[config.mk]
export PLATFORM = sky130hd
export DESIGN_NAME = quad_encoder_counter
export DESIGN_NICKNAME = d
export VERILOG_FILES = /design/src/rtl/quad_encoder_counter.sv
export SDC_FILE = /design/constraint.sdc
export NUM_CORES = 1
export LEC_CHECK = 0
export ABC_AREA = 0
export CAP_MARGIN = 15
export CORE_AREA = 2 2 136 138
export CTS_CLUSTER_SIZE = 40
export DETAILED_ROUTE_END_ITERATION = 16
export DIE_AREA = 0 0 138 140
export HOLD_SLACK_MARGIN = 0.02
export PLACE_DENSITY = 0.67
export SYNTH_ARGS = -nofsm -noshare
export SYNTH_HDL_FRONTEND = slang
export SYNTH_SLANG_ARGS = --single-unit
[constraint.sdc]
create_clock -name clk -period 4.6 [get_ports clk]
set_input_delay 0.69 -clock clk [delete_from_list [all_inputs] [get_ports clk]]
set_output_delay 0.69 -clock clk [all_outputs]
set_load 0.02 [all_outputs]
[src/rtl/quad_encoder_counter.sv]
// Quadrature encoder front end: pin synchronizer, per-channel glitch filter, 4x decoder,
// signed position counter and windowed, saturated velocity sample.
//
// state     | meaning
// ST_SETTLE | filter tracks synchronized pins directly, decoder idle
// ST_RUN    | filtered levels decoded into position steps
module quad_encoder_counter #(
    parameter int CNT_WIDTH     = 32,
    parameter int VEL_WIDTH     = 16,
    parameter int SAMPLE_CYCLES = 100000,
    parameter int FILTER_LEN    = 4
) (
    input  logic                        clk,
    input  logic                        rstn,
    input  logic                        enc_a,
    input  logic                        enc_b,
    input  logic                        clear,
    output logic signed [CNT_WIDTH-1:0] pos,
    output logic signed [VEL_WIDTH-1:0] vel,
    output logic                        vel_valid,
    output logic                        dir,
    output logic                        err
);

    localparam int FW = (FILTER_LEN > 1) ? $clog2(FILTER_LEN) : 1;
    localparam int TW = $clog2(SAMPLE_CYCLES);
    localparam int SW = $clog2(FILTER_LEN + 2);

    localparam logic [FW-1:0] FILT_LAST   = FW'(FILTER_LEN - 1);
    localparam logic [TW-1:0] TIMER_LOAD  = TW'(SAMPLE_CYCLES - 1);
    localparam logic [SW-1:0] SETTLE_LOAD = SW'(FILTER_LEN + 1);

    localparam logic signed [CNT_WIDTH-1:0] VEL_MAX_X =
        CNT_WIDTH'((64'sd1 <<< (VEL_WIDTH - 1)) - 64'sd1);
    localparam logic signed [CNT_WIDTH-1:0] VEL_MIN_X = ~VEL_MAX_X;

    typedef enum logic {ST_SETTLE, ST_RUN} state_t;

    state_t          state, state_nxt;
    logic [SW-1:0]   settle_cnt;
    logic            settling;

    // bit 1 = channel A, bit 0 = channel B
    logic [1:0]      sync1, sync2, filt, prev;
    logic [FW-1:0]   fcnt [2];
    logic [1:0]      phase_delta;
    logic            step_fwd, step_rev, step_bad;

    logic [TW-1:0]                timer;
    logic                         terminal;
    logic signed [CNT_WIDTH-1:0]  snap;
    logic signed [CNT_WIDTH-1:0]  delta;
    logic signed [VEL_WIDTH-1:0]  vel_sat;

    always_ff @(posedge clk or negedge rstn) begin
        if (!rstn) begin
            state      <= ST_SETTLE;
            settle_cnt <= SETTLE_LOAD;
        end else begin
            state <= state_nxt;
            if (state == ST_SETTLE && settle_cnt != '0)
                settle_cnt <= settle_cnt - SW'(1);
        end
    end

    always_comb begin
        state_nxt = state;
        settling  = 1'b0;
        case (state)
            ST_SETTLE: begin
                settling = 1'b1;
                if (settle_cnt == '0)
                    state_nxt = ST_RUN;
            end
            ST_RUN:    state_nxt = ST_RUN;
            default:   state_nxt = ST_SETTLE;
        endcase
    end

    always_ff @(posedge clk or negedge rstn) begin
        if (!rstn) begin
            sync1   <= '0;
            sync2   <= '0;
            filt    <= '0;
            fcnt[0] <= '0;
            fcnt[1] <= '0;
        end else begin
            sync1 <= {enc_a, enc_b};
            sync2 <= sync1;
            for (int i = 0; i < 2; i++) begin
                if (settling) begin
                    filt[i] <= sync2[i];
                    fcnt[i] <= '0;
                end else if (sync2[i] == filt[i]) begin
                    fcnt[i] <= '0;
                end else if (fcnt[i] == FILT_LAST) begin
                    filt[i] <= sync2[i];
                    fcnt[i] <= '0;
                end else begin
                    fcnt[i] <= fcnt[i] + FW'(1);
                end
            end
        end
    end

    // Gray position along the forward sequence 00 -> 10 -> 11 -> 01
    function automatic logic [1:0] enc_phase(input logic [1:0] ab);
        case (ab)
            2'b00:   return 2'd0;
            2'b10:   return 2'd1;
            2'b11:   return 2'd2;
            default: return 2'd3;
        endcase
    endfunction

    assign phase_delta = enc_phase(filt) - enc_phase(prev);

    always_ff @(posedge clk or negedge rstn) begin
        if (!rstn) begin
            prev     <= '0;
            step_fwd <= 1'b0;
            step_rev <= 1'b0;
            step_bad <= 1'b0;
        end else begin
            prev     <= settling ? sync2 : filt;
            step_fwd <= !settling && (phase_delta == 2'd1);
            step_rev <= !settling && (phase_delta == 2'd3);
            step_bad <= !settling && (phase_delta == 2'd2);
        end
    end

    // clear has priority over a step landing in the same cycle
    always_ff @(posedge clk or negedge rstn) begin
        if (!rstn) begin
            pos <= '0;
            dir <= 1'b0;
            err <= 1'b0;
        end else begin
            err <= step_bad;
            if (clear) begin
                pos <= '0;
            end else if (step_fwd) begin
                pos <= pos + CNT_WIDTH'(1);
                dir <= 1'b1;
            end else if (step_rev) begin
                pos <= pos - CNT_WIDTH'(1);
                dir <= 1'b0;
            end
        end
    end

    assign terminal = (timer == '0);
    assign delta    = pos - snap;

    always_comb begin
        vel_sat = delta[VEL_WIDTH-1:0];
        if (delta > VEL_MAX_X)
            vel_sat = VEL_MAX_X[VEL_WIDTH-1:0];
        else if (delta < VEL_MIN_X)
            vel_sat = VEL_MIN_X[VEL_WIDTH-1:0];
    end

    always_ff @(posedge clk or negedge rstn) begin
        if (!rstn) begin
            timer     <= TIMER_LOAD;
            snap      <= '0;
            vel       <= '0;
            vel_valid <= 1'b0;
        end else begin
            timer     <= terminal ? TIMER_LOAD : timer - TW'(1);
            vel_valid <= terminal;
            if (terminal)
                vel <= vel_sat;
            if (clear)
                snap <= '0;
            else if (terminal)
                snap <= pos;
        end
    end

endmodule

==> results.py, run 1 <==
metrics = {
    "setup_path": {
        "start_kind": "flip-flop",
        "rr_worst_depth": 14,
        "critPathCaptureType": "flip-flop",
        "r2r-start": "pos[0]",
        "worst_path_max_delay_cell": "a2111oi_0",
        "crit_top_cell": "a21oi_1",
        "timing.critical_path.max_delay_family": "compound AO/OA/AOI/OAI gates",
        "arrival_ns": 4.27,
        "cp.required_ns": 4.90,
        "crit_type": "flip-flop to flip-flop",
        "r2r_end": "vel[11]",
        "critPathMaxStageDelay_ns": 0.50,
        "cp_max_fo": 15,
        "r2r_setup_slack_ns": 0.63,
        "path_buf_inv": 2,
        "worstPathCellList": "inv_1 -> ha_1 -> fa_1 -> nand2b_1 -> a21oi_1 -> o221a_2 -> o211ai_2 -> a2111oi_0 -> a211oi_1 -> nor4_1 -> nand4_1 -> o41ai_4 -> buf_4 -> a21oi_1",
    },
    "cts": {
        "ctsHoldBuffers": 0,
        "cts.clk_slew.worst_paths_ns": 0.06,
        "cts_tree": "built",
        "ctsResizeCount": 0,
        "cts_sinks": 119,
        "clk_latency_ns": 0.44,
        "ctsHtreeMaxLevel": 4,
        "cts_inserted_buffers": 17,
        "cts_buffer_depth": 2,
        "clockRootBuffer": "clkbuf_16",
        "cts_setup_buffers": 0,
    },
    "cells_and_area": {
        "nets": 1113,
        "final_cells": 1277,
        "drive_gt1_share_pct": 9.06,
        "area_growth_pct": 16.4,
        "utilization_pct": 56.2,
        "antenna_cells": 0,
        "nFillCells": 1643,
    },
    "pwr": {
        "p_per_area_nw_per_um2": 700,
        "leakage_uw": 0.00428,
        "peakVddDrop_uv": 354,
    },
    "routing": {
        "ant_nets": 0,
        "viasPerCell": 5.75,
        "wl_per_cell_um": 16.1,
        "via_count": 7344,
        "met1_length_um": 9800,
        "drc": 0,
        "drt_wl_total_um": 20500,
        "drt-initial-drc-count": 525,
        "dr.pass1.iters": 5,
        "met3_length_um": 788,
        "top_layer": "met4",
        "met2_length_um": 9570,
    },
    "placement": {
        "place_ws_ns": 0.709,
        "dp.cells": 1245,
        "hpwl_um": 14800,
        "gp_congestion": 0.908,
        "portBuffers": 55,
    },
    "sta": {
        "slew_viol_final": 0,
        "fmax_ghz": 0.252,
        "hold_slack_ns": 0.319,
        "max_slew_margin_pct": 47.1,
        "rsz0062_at_grt": "no",
        "finClkSkew_ns": 0.0145,
        "post-route-period-util_pct": 86.2,
        "report.final.setup_viol": 0,
        "tns_ns": 0,
        "hold_violations": 0,
        "tightest_slew_ns": 0.794,
        "fin_crit_ns": 3.97,
        "timing.final.ws_setup_ns": 0.635,
    },
    "die": {
        "start_util_pct": 48.2,
        "die_x_um": 138,
        "die_h_um": 140,
        "die_area_um2": 19300,
        "ios": 56,
        "coreArea_um2": 17800,
        "fp-row-count": 49,
    },
    "grt": {
        "antenna_found_initial": 0,
        "grt_util_all_layers_pct": 21.8,
        "grt_first_pass_wirelength_um": 34800,
        "grt_max_degree": 57,
        "first_global_vias": 7166,
        "grt_overflow": 0,
    },
    "yosys": {
        "netlist_area_um2": 8580,
        "ys_ff_latch": 119,
        "yosysTopAreaCellShare_pct": 31.2,
        "syn_inst": 989,
        "synth_top_cell_by_area": "dfrtp_1",
        "synthesis.nets": 1067,
        "yosysWarnings": 0,
        "synth_common_cells": "122 x nand2_1, 107 x dfrtp_1, 104 x a21oi_1, 71 x ha_1, 66 x nor2_1",
        "yosysSeqAreaShare_pct": 34.9,
        "synthFlopType": "dfrtp_1",
        "yosysUniqueCellTypes": 71,
        "syn_area_per_cell_um2": 8.67,
        "synth_most_common_cell": "nand2_1",
        "synthTopCellsByArea": "dfrtp_1 31%, ha_1 10%, a21oi_1 6.1%",
        "synth_edf_count": 0,
        "async_flop_share_pct": 100,
    },
    "min_path": {
        "hold_path_class": "primary input to async pin",
    },
    "run": {
        "maxCapViolations": 0,
    },
    "status": {
        "outcome": "completed",
    },
}
-- metal layers --
| metal | vias to the layer above | GRT usage (%) |
|---|---|---|
| li1 | 3683 | - |
| met1 | 3480 | 29.3 |
| met2 | 151 | 35.7 |
| met3 | 30 | 4.17 |
| met4 | 0 | 7.30 |
| met5 | - | 0 |
-- kinds of logic (layout without fill, tap and decap cells) --
group           Yosys count  count (layout)  synth area share (%)
simple gates            337             337                  19.5
compound gates          300             300                  23.8
flops                   119             119                  34.9
buf+inv                  97             156                  4.45
fa+ha+maj                73              73                  10.8
xor+xnor                 55              55                  5.62
mux                       8               8                 0.992
-- cell type report --
class                           instances  area [um^2]  area share (%)
Clock buffer                           21          480            4.81
Inverter                               55          206            2.07
Timing Repair Buffer                   69          653            6.54
Sequential cell                       119         2990            30.0
Clock inverter                         11          158            1.58
Tap cell                              229          287            2.87
Multi-Input combinational cell        773         5210            52.2
-- worst max path at each step --
stage,slack [ns],cells after the start,start,endpoint
final,0.63,14,pos[0],vel[11]
after global routing,0.42,14,pos[0],vel[10]
after CTS,0.70,14,pos[0],vel[11]
after detailed placement,0.71,14,pos[0],vel[11]
after global placement,0.82,14,pos[0],vel[12]
after floorplan,0.89,14,pos[0],vel[0]
-- per-stage QoR --
| stage | cell area [um^2] | total power, uW |
|---|---|---|
| after floorplan | 8580 | 4550 |
| after global placement | 9350 | 5480 |
| after detailed placement | 9350 | 5510 |
| after CTS | 9990 | 7000 |
| after global routing | 9990 | 7570 |
| final | 9990 | 6990 |
-- power breakdown --
group	switching, uW	total (uW)	internal (uW)
clock	525	1440	919
sequential	185	1380	1190
combinational	2420	4170	1750
total	3130	6990	3860
-- sequential cells by signal, indices dropped and copies added, names as in the netlist, 2 cells and up --
name and count:
pos 32, snap 32, timer 17, vel 16, fcnt 4, settle_cnt 3, filt 2, prev 2
sync1 2, sync2 2
-- cell usage in the layout, fill, tap and decap left out, types with 16 or more instances in the layout --
cell               n
nand2_1          122
dfrtp_1          107
a21oi_1          104
ha_1              71
nor2_1            66
inv_1             55
clkdlybuf4s50_1   54
xnor2_1           38
o21ai_0           36
nor2b_1           27
nand3_1           25
a22o_1            22
xor2_1            17
clkbuf_16         17
a311oi_1          16
(Power assumes the default switching activity.)
==> inputs of run 2 (changes only) <==
ABC_AREA = 1   (was 0)
ABC_CLOCK_PERIOD_IN_PS = 4600   (was unset)
CORE_AREA = 2 2 139 141   (was 2 2 136 138)
DIE_AREA = 0 0 141 143   (was 0 0 138 140)
==> run 2 against run 1 <==
Compared with the run above:
- final area is 3.4% higher
- power is 9.2% higher
- register-to-register slack gained 1.0 ns
- clock skew decreased by 0.0021 ns
- highest routed layer unchanged
==> results.py, run 2 <==
metrics = {
    "cts": {
        "ctsHoldBuffers": 0,
        "cts_tree": "built",
        "clk_latency_ns": 0.43,
        "cts_sinks": 119,
        "clockRootBuffer": "clkbuf_16",
        "cts.clk_slew.worst_paths_ns": 0.06,
        "cts_setup_buffers": 0,
        "ctsResizeCount": 0,
        "ctsHtreeMaxLevel": 4,
        "cts_inserted_buffers": 17,
        "cts_buffer_depth": 2,
    },
    "yosys": {
        "yosysWarnings": 0,
        "netlist_area_um2": 8970,
        "synth_edf_count": 0,
        "synthTopCellsByArea": "dfrtp_1 30%, nand2_1 16%, ha_1 9.9%",
        "synth_top_cell_by_area": "dfrtp_1",
        "yosysUniqueCellTypes": 47,
        "yosysTopAreaCellShare_pct": 29.9,
        "syn_area_per_cell_um2": 6.99,
        "yosysSeqAreaShare_pct": 33.4,
        "synth_common_cells": "382 x nand2_1, 204 x inv_1, 107 x dfrtp_1, 105 x nor2_1, 71 x ha_1",
        "ys_ff_latch": 119,
        "synth_most_common_cell": "nand2_1",
        "synthFlopType": "dfrtp_1",
        "async_flop_share_pct": 100,
        "syn_inst": 1283,
        "synthesis.nets": 1361,
    },
    "pwr": {
        "leakage_uw": 0.00532,
        "switching_share_pct": 51.7,
        "power.internal_uw": 3690,
        "finalPower_uw": 7640,
        "p_sw_uw": 3950,
        "peakVddDrop_uv": 354,
        "clkPwrFrac_pct": 16.1,
        "p_comb_share_pct": 65.8,
        "power.share.sequential_pct": 18.1,
        "p_per_area_nw_per_um2": 740,
    },
    "die": {
        "die_area_um2": 20200,
        "die_x_um": 141,
        "start_util_pct": 48.3,
        "coreArea_um2": 18600,
        "die_h_um": 143,
        "ios": 56,
        "fp-row-count": 50,
    },
    "placement": {
        "portBuffers": 55,
        "hpwl_um": 18600,
        "place_ws_ns": 1.68,
        "gp_congestion": 0.929,
    },
    "setup_path": {
        "arrival_ns": 3.31,
        "critPathCaptureType": "flip-flop",
        "cp_max_fo": 31,
        "crit_type": "flip-flop to flip-flop",
        "cp.required_ns": 4.95,
        "start_kind": "flip-flop",
    },
    "cells_and_area": {
        "area_growth_pct": 15.1,
        "largest_registers": "pos (32), snap (32), timer (17)",
        "final_common_cell": "nand2_1",
        "antenna_cells": 0,
        "drive_gt1_share_pct": 6.91,
        "nets": 1425,
        "most-common-layout-cells": "382 x nand2_1, 204 x inv_1, 107 x dfrtp_1",
    },
    "sta": {
        "rsz0062_at_grt": "no",
        "tightest_slew_ns": 1.01,
        "fin_crit_ns": 2.96,
        "tns_ns": 0,
        "report.final.setup_viol": 0,
        "max_slew_margin_pct": 32.5,
        "finClkSkew_ns": 0.0124,
        "post-route-period-util_pct": 64.4,
        "hold_slack_ns": 0.230,
        "slew_viol_final": 0,
        "hold_violations": 0,
        "timing.final.ws_setup_ns": 1.64,
        "fmax_ghz": 0.337,
    },
    "grt": {
        "grt_max_degree": 48,
        "grt_overflow": 0,
        "top_usage_layer": "met2",
        "grt_first_pass_wirelength_um": 39400,
        "first_global_vias": 7944,
        "antenna_found_initial": 0,
        "met1_usage_pct": 34.5,
        "grtUsageMet2_pct": 38.9,
        "grt_util_all_layers_pct": 24.5,
        "grt_use_met3_pct": 3.39,
    },
    "routing": {
        "drt_wl_total_um": 23700,
        "wl_per_cell_um": 14.8,
        "drc": 0,
        "drt-initial-drc-count": 539,
        "dr.pass1.iters": 5,
        "viasPerCell": 5.20,
        "via_count": 8281,
        "ant_nets": 0,
    },
    "min_path": {
        "hold_path_class": "primary input to async pin",
    },
    "run": {
        "maxCapViolations": 0,
    },
    "status": {
        "outcome": "completed",
    },
}
[run 2: final timing paths]
path,from,to,slack [ns],cells after the start
max,step_fwd,pos[31],1.64,14
min,rstn,vel[4],0.23,1
max reg2reg,step_fwd,pos[31],1.64,14
min reg2reg,sync1[1],sync2[1],0.35,0
max in group asynchronous,rstn,pos[30],3.38,2
min in group clk,sync1[1],sync2[1],0.35,0
[run 2: cell type report]
class | instances | area, um^2
sequential | 119 | 2990
clock buffer | 19 | 443
fill | 1873 | 8250
clock inverter | 13 | 104
multi-input combinational | 936 | 5100
timing repair buffer | 62 | 601
tap | 234 | 293
inverter | 211 | 792
[run 2: routing by layer]
| metal | up-vias | part of all wire [%] |
|---|---|---|
| li1 | 4261 | - |
| met4 | 0 | 2.4 |
| met1 | 3801 | 49 |
| met3 | 37 | 4.0 |
| met2 | 182 | 45 |
| met5 | - | 0 |
[run 2: logic make-up (layout without fill, tap and decap cells)]
kind of cell | after synthesis | count (layout) | share of synthesized area (%)
XOR/XNOR | 52 | 52 | 5.16
AND/OR/NAND/NOR | 619 | 619 | 29.1
buffers and inverters | 228 | 305 | 9.76
flip-flops | 119 | 119 | 33.4
AO/OA/AOI/OAI | 192 | 192 | 12.2
adder cells (fa/ha/maj) | 73 | 73 | 10.4
[run 2: critical path, stage by stage, from the launching register on]
cell and delay [ns]:
dfrtp_1 0.43, inv_1 0.07, buf_4 0.31, ha_1 0.34, o21ai_0 0.34, o21ai_1 0.18, nand3_1 0.10, nand2_1 0.10
a21boi_0 0.32, o21ai_1 0.18, nand3_1 0.11, nand2_1 0.11, nand2_1 0.10, nand2_1 0.05, o21ai_1 0.14
[run 2: power by group through the flow]
stage	Clock [uW]	Combinational [uW]	Sequential [uW]
floorplan	0	3690	1450
global placement	0	4940	1390
detailed placement	0	4970	1400
CTS	1250	5000	1380
global route	1290	5710	1400
finish	1230	5030	1390
[run 2: metrics by stage]
step	instance area [um^2]	std cells	utilization, %
2_1_floorplan	8970	1283	-
3_3_place_gp	9780	1562	52.6
3_5_place_dp	9780	1562	52.6
4_1_cts	10300	1594	55.6
5_1_grt	10300	1594	55.6
6_report	10300	1594	55.6
==> inputs of run 3 (changes only) <==
ABC_CLOCK_PERIOD_IN_PS = 3010   (was 4600)
clock period = 3.01 ns   (was 4.6 ns; I/O delays follow)
==> run 3 against run 2 <==
Compared with the run above:
- maximum frequency rose by 5.6%
- final cell count is 1.7% higher
- sequential cell count did not move
- sequential power rose by 50%
- final area is 4.1% higher
- critical path type unchanged
- clock skew increased by 0.0012 ns
- largest power group unchanged
==> results.py, run 3 (synthesis gave the netlist of run 2 again) <==
metrics = {
    "cts": {
        "clockRootBuffer": "clkbuf_16",
        "cts_tree": "built",
        "cts_sinks": 119,
        "ctsHtreeMaxLevel": 4,
        "cts_buffer_depth": 2,
        "clk_latency_ns": 0.44,
        "cts.clk_slew.worst_paths_ns": 0.06,
        "cts_inserted_buffers": 17,
    },
    "grt": {
        "grt_max_degree": 45,
        "grt_first_pass_wirelength_um": 40600,
        "antenna_found_initial": 0,
        "first_global_vias": 8107,
        "grt_util_all_layers_pct": 25.4,
        "grt_overflow": 0,
    },
    "cells_and_area": {
        "nFillCells": 1785,
        "final_common_cell": "nand2_1",
        "antenna_cells": 0,
        "largest_registers": "pos (32), snap (32), timer (17)",
        "area_growth_pct": 19.9,
        "finish.instance_area_um2": 10800,
        "drive_gt1_share_pct": 9.95,
        "nets": 1452,
        "utilization_pct": 57.9,
        "most-common-layout-cells": "380 x nand2_1, 203 x inv_1, 107 x dfrtp_1",
    },
    "routing": {
        "viasPerCell": 5.21,
        "wl_per_cell_um": 15.2,
        "ant_nets": 0,
        "drt_wl_total_um": 24600,
        "via_count": 8449,
        "drt-initial-drc-count": 593,
        "dr.pass1.iters": 5,
        "drc": 0,
    },
    "setup_path": {
        "cp_max_fo": 7,
        "timing.critical_path.max_delay_family": "simple AND/OR/NAND/NOR gates",
        "arrival_ns": 3.13,
        "crit_top_cell": "nand2_1",
        "critPathMaxStageDelay_ns": 0.45,
        "critPathCaptureType": "flip-flop",
        "path_buf_inv": 2,
        "cp.required_ns": 3.33,
        "start_kind": "flip-flop",
        "worstPathCellList": "ha_1 -> nand2_1 -> nand2_1 -> inv_1 -> nand2_1 -> a21oi_1 -> nand2_1 -> nand2_1 -> nand2_2 -> nand2_1 -> o211ai_2 -> xor2_4 -> inv_2 -> nand2_2 -> nand2_1 -> nand2_1 -> nand2_1",
        "worst_path_max_delay_cell": "dfrtp_1",
        "crit_type": "flip-flop to flip-flop",
    },
    "placement": {
        "place_ws_ns": 0.0853,
        "portBuffers": 55,
        "gp_congestion": 0.967,
        "placed_area_um2": 9950,
        "hpwl_um": 19000,
    },
    "sta": {
        "tightest_slew_ns": 0.531,
        "hold_slack_ns": 0.350,
        "tns_ns": 0,
        "post-route-period-util_pct": 93.2,
        "fin_crit_ns": 2.81,
        "slew_viol_final": 0,
        "max_slew_margin_pct": 64.0,
        "fmax_ghz": 0.356,
        "timing.final.ws_setup_ns": 0.204,
        "hold_violations": 0,
        "report.final.setup_viol": 0,
        "finClkSkew_ns": 0.0136,
    },
    "die": {
        "die_area_um2": 20200,
        "die_h_um": 143,
        "ios": 56,
        "start_util_pct": 48.3,
        "coreArea_um2": 18600,
        "die_x_um": 141,
        "fp-row-count": 50,
    },
    "run": {
        "maxCapViolations": 0,
    },
    "pwr": {
        "leakage_uw": 0.00552,
        "p_per_area_nw_per_um2": 1150,
        "peakVddDrop_uv": 598,
    },
    "status": {
        "outcome": "completed",
    },
    "min_path": {
        "hold_path_class": "flip-flop to flip-flop",
    },
}
-- run 3: cell types whose count changed in the layout (fill, tap and decap cells not counted), sizes merged --
cell and delta:
clkinvlp -3, bufinv +3, clkbuf -1, buf +24, nand2 +2, dlygate4sd3 +1, clkinv -4, inv +5
-- run 3: timing repair --
action	4_1_cts	5_1_grt
hold buffers	1	0
endpoints found under the hold margin	7	0
gates resized for setup	0	27
setup buffers	0	6
setup endpoints to repair	0	17
-- run 3: layer usage --
layer / GRT usage (%) / part of all wire, %
met1: 35.9 / 48
met2: 39.0 / 44
met3: 3.99 / 4.9
met4: 10.2 / 3.5
met5: 0 / 0
-- run 3: worst paths after layout --
path,depth (start not counted),slack [ns],to,startpoint
worst max-delay path,17,0.20,vel[0],pos[14]
max in group asynchronous,3,1.86,snap[16],rstn
worst min-delay path,0,0.35,err,step_bad
worst min register to register,0,0.35,err,step_bad
min in group asynchronous,2,0.53,vel[12],rstn
worst max register to register,17,0.20,vel[0],pos[14]
-- run 3: stage by stage --
step,total power (uW),instances
after floorplan,7850,1283
after global placement,9850,1580
after detailed placement,9880,1580
after CTS,12100,1613
after global routing,13600,1621
final,12400,1621
-- run 3: power by group --
part	internal (uW)	switching, uW
combinational	2950	5200
sequential	1830	245
clock	1330	852
-- run 3: area by class of cell --
| class | instances | area (um^2) | area share, % |
|---|---|---|---|
| clock buffer | 18 | 429 | 3.99 |
| timing repair buffer | 87 | 828 | 7.70 |
| sequential | 119 | 2990 | 27.8 |
| multi-input combinational | 938 | 5230 | 48.6 |
| inverter | 211 | 792 | 7.36 |
| tap | 234 | 293 | 2.72 |
| clock inverter | 14 | 190 | 1.77 |
==> edit 1 (settings of run 2) <==
The output `err` loses its register stage (`err` becomes a continuous assignment).
--- a/src/rtl/quad_encoder_counter.sv
+++ b/src/rtl/quad_encoder_counter.sv
@@ -134,9 +134,7 @@
         if (!rstn) begin
             pos <= '0;
             dir <= 1'b0;
-            err <= 1'b0;
         end else begin
-            err <= step_bad;
             if (clear) begin
                 pos <= '0;
             end else if (step_fwd) begin
@@ -148,6 +146,8 @@
             end
         end
     end
+
+    assign err = step_bad;
 
     assign terminal = (timer == '0);
     assign delta    = pos - snap;
Behaviour: same outputs for any inputs over 10 cycles, from zero or initial values and one cycle with rstn low; that may be too few to reach the edited logic, so the function may still have changed.
==> edit 1 against run 2 <==
Synthesized area down 0.28%. Design area barely moved. Clock skew increased by 0.00092 ns. Wire length down 1.4%. Setup slack worse by 0.22 ns. Sequential cell count is 1 lower. Total power is 0.89% higher. Critical path type unchanged. Critical endpoint unchanged. Largest cell class unchanged.
==> edit 1: results (changes against run 2) <==
Parameter                              Value

Cells and area
  Share of final-layout standard cells stronger than drive strength 1 ... 6.99% (was 6.91%)
  Fill cell total of the finished layout ... 1809 (was 1873)
  Final nets ... 1424 (was 1425)

Place
  Number of placed instances with taps included ... 1561 (was 1562)
  Detailed Place HPWL ... 18.4 mm (was 18.6 mm)
  Placement Cell Area ... 9760 sq um (was 9780 sq um)

Drt
  Length of the first detailed-routing pass in iterations ... 6 (was 5)
  Via count ... 8288 (was 8281)
  Initial detailed-routing violation count ... 557 (was 539)

Synthesis
  Most area-consuming cells after synthesis ... sky130_fd_sc_hd__dfrtp_1 30%, sky130_fd_sc_hd__nand2_1 16%, sky130_fd_sc_hd__ha_1 9.9% (unchanged)
  Number of cells produced by synthesis ... 1282 (was 1283)
  Synthesized net count ... 1360 (was 1361)
  Post-synthesis adder-cell area fraction ... 10.4% (about the same)

Timing
  Final period demand of the worst path ... 3.18 ns (was 2.96 ns)
  Max transition margin ... 31.5% (was 32.5%)
  Maximum clock skew at final layout ... 0.0133 ns (was 0.0124 ns)
  Final hold slack ... 0.329 ns (was 0.230 ns)

Setup path
  Crit-path max FO ... 24 (was 31)
  Number of cells on the worst reg-to-reg path ... 13 (was 14)
  Peak per-stage delay on the critical path ... 0.61 ns (was 0.43 ns)
  Slowest stage cell, crit path ... sky130_fd_sc_hd__inv_1 (was sky130_fd_sc_hd__dfrtp_1)
  Worst reg2reg setup slack ... 1.42 ns (was 1.64 ns)
  Data arrival time of the worst path ... 3.54 ns (was 3.31 ns)

GRT
  Overall global routing resource usage ... 24.4% (was 24.5%)
  Wire length of the first global-routing pass ... 38.7 mm (was 39.4 mm)

Pwr
  Leakage power ... 5.33 nW (was 5.32 nW)

Run status
  Result of the run ... completed (unchanged)
[edit 1: metal layers]
metal	GRT usage (%)	routed length, um	vias to the layer above
met5	0	0	-
met4	10.3	728	0
met3	3.66	1160	46
met2	37.6	10100	221
met1	34.3	11400	3777
li1	-	-	4244
[edit 1: final cells by class]
cell class	instances	area, sq um	share of cell area [%]
multi-input combinational	936	5100	49.4
sequential	118	2970	28.7
inverter	211	792	7.66
timing repair buffer	62	601	5.81
clock buffer	18	439	4.25
tap	234	293	2.83
clock inverter	14	141	1.37
[edit 1: cells by family (layout without fill, tap and decap cells)]
kind of cell               count (synthesis)  after routing
AOI/OAI and AO/OA                        192            192
xor gates and xnor gates                  52             52
adders and majority gates                 73             73
buffers and inverters                    228            305
DFF                                      118            118
and+or+nand+nor                          619            619
[edit 1: power by group]
part | internal (mW) | total [mW] | switching [mW]
Sequential | 1.19 | 1.38 | 0.190
Clock | 0.770 | 1.32 | 0.552
Combinational | 1.79 | 5.01 | 3.22
==> edit 2 (config.mk and constraints of run 2) <==
Without the edit above. Set the parameter `CNT_WIDTH` to 24 (it was 32).
--- a/src/rtl/quad_encoder_counter.sv
+++ b/src/rtl/quad_encoder_counter.sv
@@ -5,7 +5,7 @@
 // ST_SETTLE | filter tracks synchronized pins directly, decoder idle
 // ST_RUN    | filtered levels decoded into position steps
 module quad_encoder_counter #(
-    parameter int CNT_WIDTH     = 32,
+    parameter int CNT_WIDTH     = 24,
     parameter int VEL_WIDTH     = 16,
     parameter int SAMPLE_CYCLES = 100000,
     parameter int FILTER_LEN    = 4
Interface: changed (resized pos); port bits go from 56 to 48. No check against the original RTL was run, so the function may have changed too.
==> edit 2 against run 2 <==
Wire length decreased by 23%. Total power is 26% lower. Synthesized area down 17%. Sequential cell count is 16 lower. Hold slack improved by 0.12 ns. Global-route usage decreased by 5.5 points. Count of clock-buffer cells in the layout is 10 lower. Design area down 18%. Clock power shrank 32%. First-iteration DRC count shrank 26%. Setup slack got worse by 0.12 ns. Highest routed layer unchanged.
==> edit 2: results (changes against run 2) <==
Parameter                              Value

Run status
  Result of the run ... completed (unchanged)

Cells and area
  Clock buffers and inverters, area share ... 3.80% (was 5.29%)
  Fill cell total of the finished layout ... 1828 (was 1873)
  Non-clock buffer contribution to total cell area ... 5.72% (was 5.81%)
  Register area ... 2590 sq um (was 2990 sq um)
  Multi-input combinational gate total ... 689 (was 936)
  Clock Buffer Count ... 9 (was 19)
  Layout inverter count without the clock tree ... 169 (was 211)
  Final nets ... 1083 (was 1425)
  Plain + repair buffers ... 49 (was 62)

Synthesis
  Fraction of the yosys area taken by sequential cells ... 34.8% (was 33.4%)
  Most area-consuming cells after synthesis ... sky130_fd_sc_hd__dfrtp_1 31%, sky130_fd_sc_hd__nand2_1 12%, sky130_fd_sc_hd__ha_1 9.2% (was sky130_fd_sc_hd__dfrtp_1 30%, sky130_fd_sc_hd__nand2_1 16%, sky130_fd_sc_hd__ha_1 9.9%)
  Number of library cell types mapped by synthesis ... 43 (was 47)
  Synthesized net count ... 1036 (was 1361)

Clock network
  H-tree levels ... 3 (was 4)
  Post-CTS clock slew at the launch and capture registers of the worst setup and hold paths ... 0.08 ns (was 0.06 ns)
  Worst-Skew Late Latency ... 0.37 ns (was 0.43 ns)

Setup path
  Slowest stage cell, crit path ... sky130_fd_sc_hd__a21oi_4 (was sky130_fd_sc_hd__dfrtp_1)
  Beginning of the critical path ... pos[0] (was step_fwd)
  Crit-path max FO ... 15 (was 31)
  Worst r2r src ... pos[0] (was step_fwd)

GRT
  Overall global routing resource usage ... 19.1% (was 24.5%)
  Met2 usage in global routing ... 32.1% (was 38.9%)
  Wire length of the first global-routing pass ... 30.6 mm (was 39.4 mm)
  Fraction of met3 tracks used by global routing ... 2.01% (was 3.39%)
  Vias in the first global route ... 6158 (was 7944)
  Pin count of the biggest net entering global routing ... 75 (was 48)

Drt
  Initial detailed-routing violation count ... 401 (was 539)
  Post-DR vias/cell ... 5.04 (was 5.20)
  Total wire length after detailed routing ... 18.3 mm (was 23.7 mm)

Min path
  Type of the most critical hold path ... flip-flop to flip-flop (was input port to async pin)

Timing
  Maximum clock skew at final layout ... 0.0114 ns (was 0.0124 ns)
  Worst slew pin tran ... 0.951 ns (was 1.01 ns)
## edit 2: cell count changes after synthesis, sizes merged, moves of 24 or more
cell	delta
nand2	-129
nand3	-24
nor2	-36
inv	-41
## edit 2: cell families after synthesis
kind of cell | Yosys count | synth area share (%)
fa+ha+maj | 57 | 9.78
simple gates | 436 | 26.5
flops | 103 | 34.8
compound gates | 157 | 14.4
xor+xnor | 39 | 4.59
buf+inv | 182 | 9.92
## edit 2: final timing paths
kind	cells after the start	endpoint
min in group asynchronous	1	pos[15]
worst min register to register	0	sync2[0]
worst max register to register	17	vel[1]
worst max-delay path	17	vel[1]
max in group asynchronous	2	vel[11]
worst min-delay path	0	sync2[0]
## edit 2: metrics by stage
step	hold WS, ns	setup WS, ns	instance area, sq um	cells
finish	0.351	1.51	8440	1260
global route	0.360	1.18	8440	1260
CTS	0.353	1.48	8440	1260
detailed placement	0.335	1.49	8120	1244
global placement	0.333	1.61	8120	1244
floorplan	0.331	1.96	7440	974
## edit 2: routing by layer
metal	share of wire, %	vias up
met3	4.4	26
met5	0	-
li1	-	3228
met1	47	2929
met2	46	165
met4	2.2	0
## edit 2: critical path: cells and delay by family, from the launching register on
| family | cells | cell delay (ns) |
|---|---|---|
| adders and majority gates | 2 | 0.68 |
| DFF | 1 | 0.42 |
| buffers and inverters | 2 | 0.26 |
| and+or+nand+nor | 11 | 0.96 |
| AOI/OAI and AO/OA | 2 | 0.61 |
## edit 2: power breakdown
part / switching, mW / internal (mW) / total, mW
sequential: 0.148 / 1.04 / 1.19
clock: 0.400 / 0.440 / 0.840
combinational: 2.31 / 1.30 / 3.61
